### src/rtl/alu_issue_ctrl_if.sv
// ID/EX issue bus: decoded-instruction inputs from ID, registered EX controls and status out.
interface alu_issue_ctrl_if #(
    parameter int unsigned CNT_W = 16
);
    logic             id_valid;
    logic [5:0]       id_opcode;
    logic [5:0]       id_funct;
    logic [4:0]       id_rs;
    logic [4:0]       id_rt;
    logic [4:0]       id_rd;
    logic             branch_eval;

    logic             ex_valid;
    logic [2:0]       ex_what_to_do;
    logic             ex_use_imm;
    logic             ex_reg_write;
    logic             ex_mem_read;
    logic             ex_mem_write;
    logic             ex_is_branch;
    logic [4:0]       ex_dst;
    logic             stall;
    logic             flush;
    logic             illegal_op;
    logic [1:0]       ctrl_state;
    logic [CNT_W-1:0] bubble_cnt;

    // Pipeline side: drives ID and the branch result, observes EX.
    modport master (
        output id_valid, id_opcode, id_funct, id_rs, id_rt, id_rd, branch_eval,
        input  ex_valid, ex_what_to_do, ex_use_imm, ex_reg_write, ex_mem_read,
               ex_mem_write, ex_is_branch, ex_dst, stall, flush, illegal_op,
               ctrl_state, bubble_cnt
    );

    // Issue controller side.
    modport slave (
        input  id_valid, id_opcode, id_funct, id_rs, id_rt, id_rd, branch_eval,
        output ex_valid, ex_what_to_do, ex_use_imm, ex_reg_write, ex_mem_read,
               ex_mem_write, ex_is_branch, ex_dst, stall, flush, illegal_op,
               ctrl_state, bubble_cnt
    );
endinterface

### src/rtl/alu_issue_ctrl.sv
// ID->EX issue controller: decodes the ID instruction, registers it into EX, and inserts
// bubbles for load-use hazards and taken branches. CNT_W must match the interface's CNT_W.
module alu_issue_ctrl #(
    parameter int unsigned CNT_W = 16
) (
    input logic             clk,
    input logic             rst_n,
    alu_issue_ctrl_if.slave bus
);

    typedef enum logic [1:0] {
        StRun   = 2'b00,
        StStall = 2'b01,
        StFlush = 2'b10
    } state_e;

    typedef struct packed {
        logic       valid;
        logic [2:0] what_to_do;
        logic       use_imm;
        logic       reg_write;
        logic       mem_read;
        logic       mem_write;
        logic       is_branch;
        logic [4:0] dst;
    } ex_t;

    state_e           state_q;
    ex_t              ex_q;
    logic             illegal_q;
    logic [CNT_W-1:0] cnt_q;

    ex_t  dec_ex;
    logic dec_legal;
    logic dec_wr;
    logic use_rs;
    logic use_rt;
    logic hazard;
    logic flush;
    logic stall;

    // Decode the ID instruction into EX controls and register-use flags.
    always_comb begin
        dec_ex     = '0;
        dec_legal  = 1'b1;
        dec_wr     = 1'b0;
        use_rs     = 1'b0;
        use_rt     = 1'b0;
        case (bus.id_opcode)
            6'h00: begin
                dec_wr     = 1'b1;
                dec_ex.dst = bus.id_rd;
                case (bus.id_funct)
                    6'h20: begin
                        dec_ex.what_to_do = 3'b000;
                        use_rs            = 1'b1;
                        use_rt            = 1'b1;
                    end
                    6'h00: begin
                        dec_ex.what_to_do = 3'b010;
                        use_rt            = 1'b1;
                    end
                    6'h2A: begin
                        dec_ex.what_to_do = 3'b011;
                        use_rs            = 1'b1;
                        use_rt            = 1'b1;
                    end
                    default: dec_legal = 1'b0;
                endcase
            end
            6'h08: begin
                dec_ex.what_to_do = 3'b001;
                dec_ex.use_imm    = 1'b1;
                dec_wr            = 1'b1;
                dec_ex.dst        = bus.id_rt;
                use_rs            = 1'b1;
            end
            6'h23: begin
                dec_ex.what_to_do = 3'b101;
                dec_ex.use_imm    = 1'b1;
                dec_ex.mem_read   = 1'b1;
                dec_wr            = 1'b1;
                dec_ex.dst        = bus.id_rt;
                use_rs            = 1'b1;
            end
            6'h2B: begin
                dec_ex.what_to_do = 3'b100;
                dec_ex.use_imm    = 1'b1;
                dec_ex.mem_write  = 1'b1;
                use_rs            = 1'b1;
                use_rt            = 1'b1;
            end
            6'h04: begin
                dec_ex.what_to_do = 3'b000;
                dec_ex.is_branch  = 1'b1;
                use_rs            = 1'b1;
                use_rt            = 1'b1;
            end
            default: dec_legal = 1'b0;
        endcase
        if (!dec_legal) begin
            dec_ex = '0;
            dec_wr = 1'b0;
            use_rs = 1'b0;
            use_rt = 1'b0;
        end
        // Writes to r0 are dropped at decode.
        dec_ex.reg_write = dec_wr & (dec_ex.dst != 5'd0);
        dec_ex.valid     = 1'b1;
    end

    // Hazard and branch-flush detection against the instruction currently in EX.
    always_comb begin
        hazard = bus.id_valid & ex_q.valid & ex_q.mem_read & (ex_q.dst != 5'd0) &
                 ((use_rs & (bus.id_rs == ex_q.dst)) | (use_rt & (bus.id_rt == ex_q.dst)));
        flush  = ex_q.valid & ex_q.is_branch & bus.branch_eval;
        stall  = hazard & ~flush;
    end

    // Issue FSM: EX register, illegal pulse, state and saturating bubble counter.
    always_ff @(posedge clk or negedge rst_n) begin
        if (!rst_n) begin
            ex_q      <= '0;
            illegal_q <= 1'b0;
            state_q   <= StRun;
            cnt_q     <= '0;
        end else begin
            illegal_q <= 1'b0;
            if (flush) begin
                ex_q    <= '0;
                state_q <= StFlush;
            end else if (stall) begin
                ex_q    <= '0;
                state_q <= StStall;
            end else if (bus.id_valid && !dec_legal) begin
                ex_q      <= '0;
                illegal_q <= 1'b1;
                state_q   <= StRun;
            end else if (!bus.id_valid) begin
                ex_q    <= '0;
                state_q <= StRun;
            end else begin
                ex_q    <= dec_ex;
                state_q <= StRun;
            end
            if ((flush || stall) && (cnt_q != {CNT_W{1'b1}})) begin
                cnt_q <= cnt_q + 1'b1;
            end
        end
    end

    assign bus.ex_valid      = ex_q.valid;
    assign bus.ex_what_to_do = ex_q.what_to_do;
    assign bus.ex_use_imm    = ex_q.use_imm;
    assign bus.ex_reg_write  = ex_q.reg_write;
    assign bus.ex_mem_read   = ex_q.mem_read;
    assign bus.ex_mem_write  = ex_q.mem_write;
    assign bus.ex_is_branch  = ex_q.is_branch;
    assign bus.ex_dst        = ex_q.dst;
    assign bus.stall         = stall;
    assign bus.flush         = flush;
    assign bus.illegal_op    = illegal_q;
    assign bus.ctrl_state    = state_q;
    assign bus.bubble_cnt    = cnt_q;

endmodule

### src/flat_wrapper.sv
// flat-port wrapper written by rule: the top's interface ports become plain ports
module alu_issue_ctrl_flat 
#(
    parameter int unsigned CNT_W = 16
)
  (clk, rst_n, bus_id_valid, bus_id_opcode, bus_id_funct, bus_id_rs, bus_id_rt, bus_id_rd, bus_branch_eval, bus_ex_valid, bus_ex_what_to_do, bus_ex_use_imm, bus_ex_reg_write, bus_ex_mem_read, bus_ex_mem_write, bus_ex_is_branch, bus_ex_dst, bus_stall, bus_flush, bus_illegal_op, bus_ctrl_state, bus_bubble_cnt);
  alu_issue_ctrl_if #(.CNT_W(CNT_W)) bus_i ();
  input logic clk;
  input logic rst_n;
  input wire logic [$bits(bus_i.id_valid)-1:0] bus_id_valid;
  input wire logic [$bits(bus_i.id_opcode)-1:0] bus_id_opcode;
  input wire logic [$bits(bus_i.id_funct)-1:0] bus_id_funct;
  input wire logic [$bits(bus_i.id_rs)-1:0] bus_id_rs;
  input wire logic [$bits(bus_i.id_rt)-1:0] bus_id_rt;
  input wire logic [$bits(bus_i.id_rd)-1:0] bus_id_rd;
  input wire logic [$bits(bus_i.branch_eval)-1:0] bus_branch_eval;
  output wire logic [$bits(bus_i.ex_valid)-1:0] bus_ex_valid;
  output wire logic [$bits(bus_i.ex_what_to_do)-1:0] bus_ex_what_to_do;
  output wire logic [$bits(bus_i.ex_use_imm)-1:0] bus_ex_use_imm;
  output wire logic [$bits(bus_i.ex_reg_write)-1:0] bus_ex_reg_write;
  output wire logic [$bits(bus_i.ex_mem_read)-1:0] bus_ex_mem_read;
  output wire logic [$bits(bus_i.ex_mem_write)-1:0] bus_ex_mem_write;
  output wire logic [$bits(bus_i.ex_is_branch)-1:0] bus_ex_is_branch;
  output wire logic [$bits(bus_i.ex_dst)-1:0] bus_ex_dst;
  output wire logic [$bits(bus_i.stall)-1:0] bus_stall;
  output wire logic [$bits(bus_i.flush)-1:0] bus_flush;
  output wire logic [$bits(bus_i.illegal_op)-1:0] bus_illegal_op;
  output wire logic [$bits(bus_i.ctrl_state)-1:0] bus_ctrl_state;
  output wire logic [$bits(bus_i.bubble_cnt)-1:0] bus_bubble_cnt;
  assign bus_i.id_valid = bus_id_valid;
  assign bus_i.id_opcode = bus_id_opcode;
  assign bus_i.id_funct = bus_id_funct;
  assign bus_i.id_rs = bus_id_rs;
  assign bus_i.id_rt = bus_id_rt;
  assign bus_i.id_rd = bus_id_rd;
  assign bus_i.branch_eval = bus_branch_eval;
  assign bus_ex_valid = bus_i.ex_valid;
  assign bus_ex_what_to_do = bus_i.ex_what_to_do;
  assign bus_ex_use_imm = bus_i.ex_use_imm;
  assign bus_ex_reg_write = bus_i.ex_reg_write;
  assign bus_ex_mem_read = bus_i.ex_mem_read;
  assign bus_ex_mem_write = bus_i.ex_mem_write;
  assign bus_ex_is_branch = bus_i.ex_is_branch;
  assign bus_ex_dst = bus_i.ex_dst;
  assign bus_stall = bus_i.stall;
  assign bus_flush = bus_i.flush;
  assign bus_illegal_op = bus_i.illegal_op;
  assign bus_ctrl_state = bus_i.ctrl_state;
  assign bus_bubble_cnt = bus_i.bubble_cnt;
  alu_issue_ctrl #(.CNT_W(CNT_W)) u_core (.clk(clk), .rst_n(rst_n), .bus(bus_i));
endmodule
### config.mk
export PLATFORM = sky130hd
export DESIGN_NAME = alu_issue_ctrl_flat
export DESIGN_NICKNAME = d
export VERILOG_FILES = /design/src/rtl/alu_issue_ctrl_if.sv /design/src/rtl/alu_issue_ctrl.sv /design/src/flat_wrapper.sv
export SDC_FILE = /design/constraint.sdc
export NUM_CORES = 1
export LEC_CHECK = 0
export CORE_ASPECT_RATIO = 0.5
export CORE_MARGIN = 2
export CORE_UTILIZATION = 35
export DETAILED_ROUTE_END_ITERATION = 10
export PLACE_DENSITY_LB_ADDON = 0.1
export SYNTH_ARGS = -nofsm -noshare
export SYNTH_HDL_FRONTEND = slang
export SYNTH_SLANG_ARGS = --single-unit
### constraint.sdc
create_clock -name clk -period 2.6 [get_ports clk]
set_input_delay 0.52 -clock clk [delete_from_list [all_inputs] [get_ports clk]]
set_output_delay 0.52 -clock clk [all_outputs]
set_load 0.005 [all_outputs]
==> results by group <==
Place
  – Gp weighted congestion: 0.840
  – Placed cell areas: 2720 sq um
  – Post-DP HPWL: 3.55 mm
  – PortBufs: 65

GRT
  – Total global-route track usage: 17.5%
  – GRT Residual Overflow: 0
  – Vias in the first global route: 1583
  – Initial antenna violation count: 0
  – First-pass GRT wire length: 7.32 mm
  – Largest net degree at the start of global routing: 34

Synthesis
  – Synth async-reset ratio: 100%
  – Largest family of logic cells by synthesized area: simple AND/OR/NAND/NOR gates
  – Top_reg_cell synth: dfrtp_1
  – Synth Area per Inst: 9.93 sq um
  – Mux contribution to synthesized area: 1.88%
  – Post-synthesis sequential area ratio: 47.8%
  – Syn Nets: 206
  – Xor/xnor cell area share of the yosys netlist: 12.2%
  – Adder-cell area share of the yosys netlist: 0.724%
  – Yosys top cell area share: 47.8%
  – Syn Inst Count: 174
  – Post-Syn Area: 1730 sq um
  – Flops & latches, synth: 33
  – Synth top area cells: dfrtp_1 (48%), xor2_1 (7.6%), nor2_1 (4.8%)
  – EDFF count, synth: 0
  – Largest area contributor in the netlist: dfrtp_1
  – Post-synthesis simple-gate area fraction: 25.0%
  – Ys Warns: 0
  – Synth Area in Compound Gates: 10.6%
  – Synth cell types: 39

CTS
  – CTS Buffer Depth: 2
  – Worst skew pair latency: 0.28 ns
  – Root Driver: clkbuf_8
  – H-tree Lvls: 2
  – Reg clk slew, reported paths: 0.07 ns
  – TritonCTS clock tree: done
  – Num CTS Buffers: 5
  – CTS sink count: 33
  – CTS Hold Bufs: 0

Final layout
  – Diode count: 0
  – Share of cells above drive strength 1: 23.4%
  – Most frequent cells in the layout: clkdlybuf4s50_1 (48), buf_4 (40), dfrtp_1 (33)
  – Area of the multi-input gates: 940 sq um
  – Area grow syn2layout: 70.6%
  – Finished Core Util: 60.9%
  – Design Area, Final: 2950 sq um
  – Final net count: 313
  – Most common cell after layout, fill and taps aside: clkdlybuf4s50_1
  – FF+latch area: 826 sq um
  – Layout filler cell count: 439

Pwr
  – Leak pwr: 1.37 nW
  – Pwr dens: 410 nW/um^2
  – Peak VDD IR: 0.286 mV

Drt
  – Iter 0 DRT Violations: 65
  – Routed WL: 4.52 mm
  – Vias per cell: 4.80
  – Post-route ant nets: 0
  – Via count: 1690
  – Drt first pass iters: 4
  – DR WL/cell: 12.9 um
  – Drc violations: 0

Critical path
  – Worst r2r src: u_core.bus.ex_dst[0]$_DFF_PN0_
  – Setup CP Type: input port to output port
  – Slowest-stage cell, CP: nor4_4
  – Worst Setup End Kind: output port
  – Required time of the critical path: 2.08 ns
  – Slowest Stage Delay on Critical Path: 0.29 ns
  – Critical Path Start: bus_id_opcode[0]
  – Top delay family on crit path: buffers and inverters
  – Worst path cell trace: dlygate4sd2_1 > buf_4 > nor4_4 > a22oi_2 > a211oi_2 > buf_4 > a21oi_2 > nor2_1 > buf_2
  – Critical Path Fanout Max: 4
  – Most frequent cell on the critical path: buf_4
  – WP buf/inv: 4
  – Crit path arrival time: 2.00 ns
  – CP Launch Type: input port

STA
  – Setup violations, final: 0
  – Fin. max-slew vios: 0
  – Worst Skew: 0.00499 ns
  – RSZ-0062 raised after global routing: no
  – Max Freq: 397 MHz
  – Tcrit/Tclk final: 96.8%
  – Tmin final: 2.52 ns
  – Least-Margin Pin Slew: 0.416 ns
  – Post-route setup TNS: 0 ns
  – Final Hold Fails: 0
  – Worst hold margin: 0.499 ns
  – Relative slew slack: 72.2%

Floorplan
  – Row Count: 18
  – Die area: 5550 sq um
  – Placeable Area: 4840 sq um
  – Die Width: 103 um
  – Initial Util: 35.7%
  – Ports: 66
  – Die Ht: 53.7 um

Flow run
  – Max-cap violation count: 0

Outcome
  – Status: completed

Min path
  – Hold_sp: u_core.bus.bubble_cnt[10]$_DFFE_PN0P_
  – Hold Path Class: flip-flop to flip-flop
[cell usage after synthesis (all sizes together), types with 2 or more instances]
| cell | n |
|---|---|
| nand2 | 12 |
| o21ai | 6 |
| nor3 | 10 |
| xnor2 | 9 |
| nand3 | 7 |
| and3 | 5 |
| nand2b | 2 |
| xor2 | 15 |
| a211oi | 2 |
| dfrtp | 33 |
| a22oi | 7 |
| a21oi | 5 |
| nand4 | 8 |
| buf | 4 |
| nor4b | 2 |
| nor2 | 22 |
| or4 | 3 |
| mux2 | 2 |
| inv | 2 |
| nor4 | 5 |
[metrics by stage]
stage | instances | worst slack, ns | power, mW
2_1_floorplan | 174 | 0.359 | 0.552
3_3_place_gp | 341 | -0.438 | 0.647
3_5_place_dp | 341 | -0.491 | 0.649
4_1_cts | 349 | 0.0481 | 1.23
5_1_grt | 352 | 0.00535 | 1.26
6_report | 352 | 0.0820 | 1.21
[worst reg2reg max path, cell delays in order, from the launching register on]
cell and delay [ns]:
dfrtp_1 0.39, or4_4 0.54, o21ai_1 0.19, nor4_2 0.08
buf_4 0.14, buf_4 0.13, a211oi_4 0.25, buf_4 0.19
buf_4 0.14, nor3_1 0.06, xor2_1 0.14
[power breakdown]
part | internal [mW] | switching [mW] | total (mW)
registers | 0.515 | 0.000680 | 0.516
clock network | 0.381 | 0.190 | 0.570
logic | 0.0706 | 0.0534 | 0.124
total | 0.966 | 0.244 | 1.21
[cells by family (layout without fill, tap and decap cells)]
group                      count (synthesis)  after routing
and+or+nand+nor                           81             81
DFF                                       33             33
AOI/OAI and AO/OA                         25             25
xor gates and xnor gates                  24             24
buffers and inverters                      7            115
muxes                                      3              3
adders and majority gates                  1              1
[final cells by class]
type                       count  area share [%]
clock buffer                   5            2.33
clock inverter                 3            2.21
inverter                       2           0.255
multi-input combinational    134            31.9
sequential                    33            28.0
tap                           70            2.97
timing repair buffer         105            32.3
[registers in the layout, summed over array words and instances, names as in the netlist]
name and flops:
u_core.bus.ex_valid 1, u_core.bus.bubble_cnt 16, u_core.bus.ex_mem_write 1, u_core.bus.ex_what_to_do 3, u_core.bus.ex_reg_write 1, u_core.bus.ex_use_imm 1
u_core.bus.ex_dst 5, u_core.bus.ctrl_state 2, u_core.bus.ex_is_branch 1, u_core.bus.illegal_op 1, u_core.bus.ex_mem_read 1
[final timing paths]
path	endpoint	slack, ns	cells past startpoint
max	bus_stall	0.08	9
min	u_core.bus.bubble_cnt[10]$_DFFE_PN0P_	0.50	1
max reg2reg	u_core.bus.bubble_cnt[9]$_DFFE_PN0P_	0.23	10
min reg2reg	u_core.bus.bubble_cnt[10]$_DFFE_PN0P_	0.50	1
max in group asynchronous	u_core.bus.ex_dst[3]$_DFF_PN0_	1.67	2
min in group asynchronous	u_core.bus.bubble_cnt[8]$_DFFE_PN0P_	0.63	2
[routing by layer]
metal	vias to the layer above	part of all wire (%)	track usage (%)
met5	-	0	0
met4	0	0.64	4.61
met3	3	5.3	5.45
met2	45	48	29.6
met1	800	46	22.2
li1	842	-	-
[repair_timing]
action	4_1_cts	5_1_grt
pin swaps	5	8
setup buffers	0	3
resized for setup	20	16
cloned	0	0
endpoints found under the setup margin	8	29
(Power assumes the default switching activity.)
==> edit 1 (config.mk and constraints unchanged) <==
`CNT_W` is set to 16 in 3 places; all go to 32.
--- a/src/rtl/alu_issue_ctrl_if.sv
+++ b/src/rtl/alu_issue_ctrl_if.sv
@@ -2,3 +2,3 @@
 interface alu_issue_ctrl_if #(
-    parameter int unsigned CNT_W = 16
+    parameter int unsigned CNT_W = 32
 );
--- a/src/rtl/alu_issue_ctrl.sv
+++ b/src/rtl/alu_issue_ctrl.sv
@@ -3,3 +3,3 @@
 module alu_issue_ctrl #(
-    parameter int unsigned CNT_W = 16
+    parameter int unsigned CNT_W = 32
 ) (
--- a/src/flat_wrapper.sv
+++ b/src/flat_wrapper.sv
@@ -3,3 +3,3 @@
 #(
-    parameter int unsigned CNT_W = 16
+    parameter int unsigned CNT_W = 32
 )
Interface: changed (resized bus_bubble_cnt); port bits go from 66 to 82. The function was not compared with the original's and may differ.
==> edit 1 against the unedited design <==
Synthesized area rose by 42%. Cell area up 30%. Setup slack better by 0.0018 ns. Sequential cell count is 16 higher. Power up 37%. Fmax hardly changed. Sequential power is 48% higher. Count of clock-buffer cells in the layout rose by 1. Routed wire length grew 41%. Critical path type unchanged. Largest cell class is now sequential cells. Largest power group is now registers.
==> edit 1: results (changes against the unedited design) <==
pre-CTS WS -> -0.470 ns (was -0.491 ns)
Hold Crit Class -> in -> async (was reg -> reg)
layout cells sized above 1 -> 18.8% (was 23.4%)
Yosys cell types -> 38 (was 39)
most frequent cells after synthesis -> dfrtp_1 (49), xnor2_1 (34), nor2_1 (23), nand2_1 (16), nand3_1 (16) (was dfrtp_1 (33), nor2_1 (22), xor2_1 (15), nand2_1 (12), nor3_1 (10))
met2 WL -> 2.84 mm (was 2.19 mm)
fillcell total -> 608 (was 439)
met3 WL post-DR -> 401 um (was 238 um)
max reg flops -> 32 (was 16)
Worst Skew -> 0.00493 ns (was 0.00499 ns)
endpoints failing setup -> 0 (unchanged)
Nets -> 387 (was 313)
LEAKAGE -> 1.67 nW (was 1.37 nW)
Root Buffer -> clkbuf_16 (was clkbuf_8)
routing usage on met2 -> 27.8% (was 29.6%)
Worst Setup SP -> bus_id_opcode[0] (unchanged)
CTS Buf Count -> 5 (unchanged)
ys async rst share -> 100% (unchanged)
P_seq -> 764 uW (was 516 uW)
# port buffers -> 81 (was 65)
Seq/Total Area, Yosys -> 50.0% (was 47.8%)
CP endpoint -> bus_stall (unchanged)
total internal power -> 1.32 mW (was 966 uW)
worst-case reg-to-reg path depth -> 9 (was 10)
GR Util met3 -> 4.53% (was 5.45%)
GRT met1 Usage -> 23.5% (was 22.2%)
met1 wire length -> 3.09 mm (was 2.07 mm)
Routed WL -> 6.40 mm (was 4.52 mm)
largest net degree at the start of global routing -> 50 (was 34)
max incr delay on CP -> 0.37 ns (was 0.29 ns)
Synth area leader -> dfrtp_1 (unchanged)
status -> completed (unchanged)
VDD IR max -> 0.311 mV (was 0.286 mV)
syn nets -> 265 (was 206)
post-DP HPWL -> 4.57 mm (was 3.55 mm)
Vias -> 2183 (was 1690)
Placer Congestion -> 0.855 (was 0.840)
power per cell area -> 433 nW/um^2 (was 410 nW/um^2)
top sig layer -> met4 (unchanged)
R2R Path End -> u_core.bus.ex_is_branch (was u_core.bus.bubble_cnt[9])
global-route wire length before repair -> 10.6 mm (was 7.32 mm)
First-pass DRT Iterations -> 4 (unchanged)
GRT Total Usage -> 17.3% (was 17.5%)
crit path time final -> 2.52 ns (about the same)
edit 1: changes by cell type after synthesis, moves of 4 or more:
cell,delta
buf_6,+4
nand4_1,+6
and3_1,+8
nand2_1,+4
o21ai_0,-4
nand3_1,+9
xnor2_1,+25
xor2_1,-7
and2_1,+4
dfrtp_1,+16
edit 1: repair_timing:
action                     in CTS  in global routing
setup endpoints to repair      13                  5
resized for setup              20                  4
pin swaps                       8                  4
setup buffers                   8                  1
edit 1: per-stage QoR:
stage / instances / hold WS, ns / util [%] / area, um^2
after floorplan: 233 / 0.224 / - / 2450
after global placement: 431 / 0.479 / 53.0 / 3570
after detailed placement: 431 / 0.484 / 53.0 / 3570
after CTS: 447 / 0.371 / 56.8 / 3820
after global routing: 448 / 0.413 / 56.9 / 3830
final: 448 / 0.346 / 56.9 / 3830
edit 1: worst max-delay path: cells and delay by family:
| kind | cells | cell delay [ns] |
|---|---|---|
| AND/OR/NAND/NOR | 3 | 0.68 |
| buffers and inverters | 3 | 0.53 |
| AO/OA/AOI/OAI | 2 | 0.27 |
edit 1: kinds of logic (layout without fill, tap and decap cells):
family	after synthesis	count (layout)	synth area share (%)
and+or+nand+nor	110	110	24.8
muxes	2	2	0.867
adders and majority gates	1	1	0.510
buffers and inverters	11	134	3.06
DFF	49	49	50.0
xor gates and xnor gates	42	42	15.0
AOI/OAI and AO/OA	18	18	5.76
edit 1: area by class of cell:
cell class	instances	area, um^2	area share, %
multi-input cells	173	1180	30.9
inverters	4	15.0	0.392
flip-flops and latches	49	1230	32.0
well taps	92	115	3.01
clock buffers	6	139	3.63
repair buffers	122	1110	29.0
clock inverters	2	37.5	0.980
==> edit 2 (same settings) <==
Made on the original files. Reset style: synchronous (`rst_n`), changed in one clocked block.
--- a/src/rtl/alu_issue_ctrl.sv
+++ b/src/rtl/alu_issue_ctrl.sv
@@ -120,3 +120,3 @@
     // Issue FSM: EX register, illegal pulse, state and saturating bubble counter.
-    always_ff @(posedge clk or negedge rst_n) begin
+    always_ff @(posedge clk) begin
         if (!rst_n) begin
Formal check against the unedited RTL: differs if rst_n is asserted again (counterexample within 4 cycles, from zero or initial values and one cycle with rst_n low); with rst_n held inactive, the same outputs for 10 cycles.
==> edit 2 against the unedited design <==
The flow now finishes with violations (negative setup slack). Clock power decreased by 12%. Sequential cell count unchanged. Synthesized area increased by 7.0%. Setup slack got worse by 0.11 ns. Largest power group is now registers. Highest routed layer unchanged. Register-to-register slack got worse by 0.11 ns. Cell area increased by 5.9%. Global-route usage increased by 1.3 points. First-iteration DRC count decreased by 20%. Power decreased by 5.1%. Routed wire length increased by 19%.
==> edit 2: results (changes against the unedited design) <==
GRT met1 Usage -> 24.4% (was 22.2%)
most frequent cells after synthesis -> dfxtp_1 (33), nand2_1 (28), nor2_1 (18), nand2b_1 (12), mux2i_1 (9) (was dfrtp_1 (33), nor2_1 (22), xor2_1 (15), nand2_1 (12), nor3_1 (10))
failing checks -> negative setup slack
pre-CTS WS -> -0.786 ns (was -0.491 ns)
largest cells by area after synthesis -> dfxtp_1 (36%), nand2_1 (5.7%), mux2i_1 (4.9%) (was dfrtp_1 (48%), xor2_1 (7.6%), nor2_1 (4.8%))
Post-CTS Setup Bufs -> 5 (was 0)
internal reg-to-reg setup slack -> 0.12 ns (was 0.23 ns)
Crit Path Max Fanout -> 7 (was 4)
max incr delay on CP -> 0.55 ns (was 0.29 ns)
CP max-delay cell -> or4_4 (was nor4_4)
Inst Count DP -> 387 (was 341)
status -> finished with violations (was completed)
Seq/Total Area, Yosys -> 35.7% (was 47.8%)
post_cts resized -> 38 (was 20)
Placer Congestion -> 0.878 (was 0.840)
PnR worst setup slack -> -0.0249 ns (was 0.0820 ns)
Worst Skew -> 0.00823 ns (was 0.00499 ns)
Main synth FF type -> dfxtp_1 (was dfrtp_1)
post-DP HPWL -> 3.94 mm (was 3.55 mm)
layout cells sized above 1 -> 26.6% (was 23.4%)
Worst Path Arrival -> 2.84 ns (was 2.00 ns)
Final Non-Filler Cells -> 401 (was 352)
Rel. slew slack -> 70.7% (was 72.2%)
global-route wire length before repair -> 9.04 mm (was 7.32 mm)
endpoints failing setup -> 2 (was 0)
GRT Total Usage -> 18.8% (was 17.5%)
initial drt markers -> 52 (was 65)
Routed WL -> 5.38 mm (was 4.52 mm)
GR Util met3 -> 6.02% (was 5.45%)
via/cell ratio -> 5.14 (was 4.80)
synthesized area per cell -> 8.29 um^2 (was 9.93 um^2)
Yosys cell types -> 43 (was 39)
LEAKAGE -> 1.16 nW (was 1.37 nW)
VDD IR max -> 0.223 mV (was 0.286 mV)
syn nets -> 255 (was 206)
CP delay by family, top -> simple AND/OR/NAND/NOR gates (was buffers and inverters)
edit 2: per-stage QoR:
stage	setup TNS [ns]	hold slack [ns]	utilization (%)
floorplan	0	0.467	-
global placement	-9.19	0.465	56.7
detailed placement	-10.86	0.483	56.7
CTS	-0.0200	0.494	61.3
global route	-0.109	0.523	62.4
finish	-0.0285	0.487	62.4
edit 2: final cells by class:
type / instances / area [um^2]
Clock inverter: 1 / 30.0
Sequential cell: 33 / 661
Inverter: 5 / 18.8
Timing Repair Buffer: 108 / 962
Multi-Input combinational cell: 177 / 1280
Tap cell: 70 / 87.6
Fill cell: 436 / 1880
Clock buffer: 7 / 86.3
edit 2: cells by family after synthesis:
family | count (synthesis) | share of synthesized area [%]
mux | 9 | 4.87
simple gates | 111 | 33.0
compound gates | 44 | 16.7
xor+xnor | 11 | 5.21
flops | 33 | 35.7
buf+inv | 14 | 3.72
fa+ha+maj | 1 | 0.677
edit 2: worst paths after layout:
| kind | startpoint | end | cells past startpoint |
|---|---|---|---|
| setup / recovery | bus_id_funct[4] | u_core.bus.bubble_cnt[15] | 8 |
| hold / removal | u_core.bus.bubble_cnt[8] | u_core.bus.bubble_cnt[8] | 2 |
| setup reg to reg | u_core.bus.ex_dst[0] | u_core.bus.bubble_cnt[1] | 8 |
| hold reg to reg | u_core.bus.bubble_cnt[8] | u_core.bus.bubble_cnt[8] | 2 |
edit 2: layer usage:
metal	share of wire (%)	up-vias	routed length, um
li1	-	1041	-
met5	0	-	0
met3	4.2	6	228
met2	48	36	2590
met4	0.69	0	37
met1	47	978	2520
edit 2: power by group:
group          switching, mW  internal, mW
Sequential          0.000465         0.506
Combinational         0.0617        0.0765
Clock                  0.190         0.313
Total                  0.253         0.895
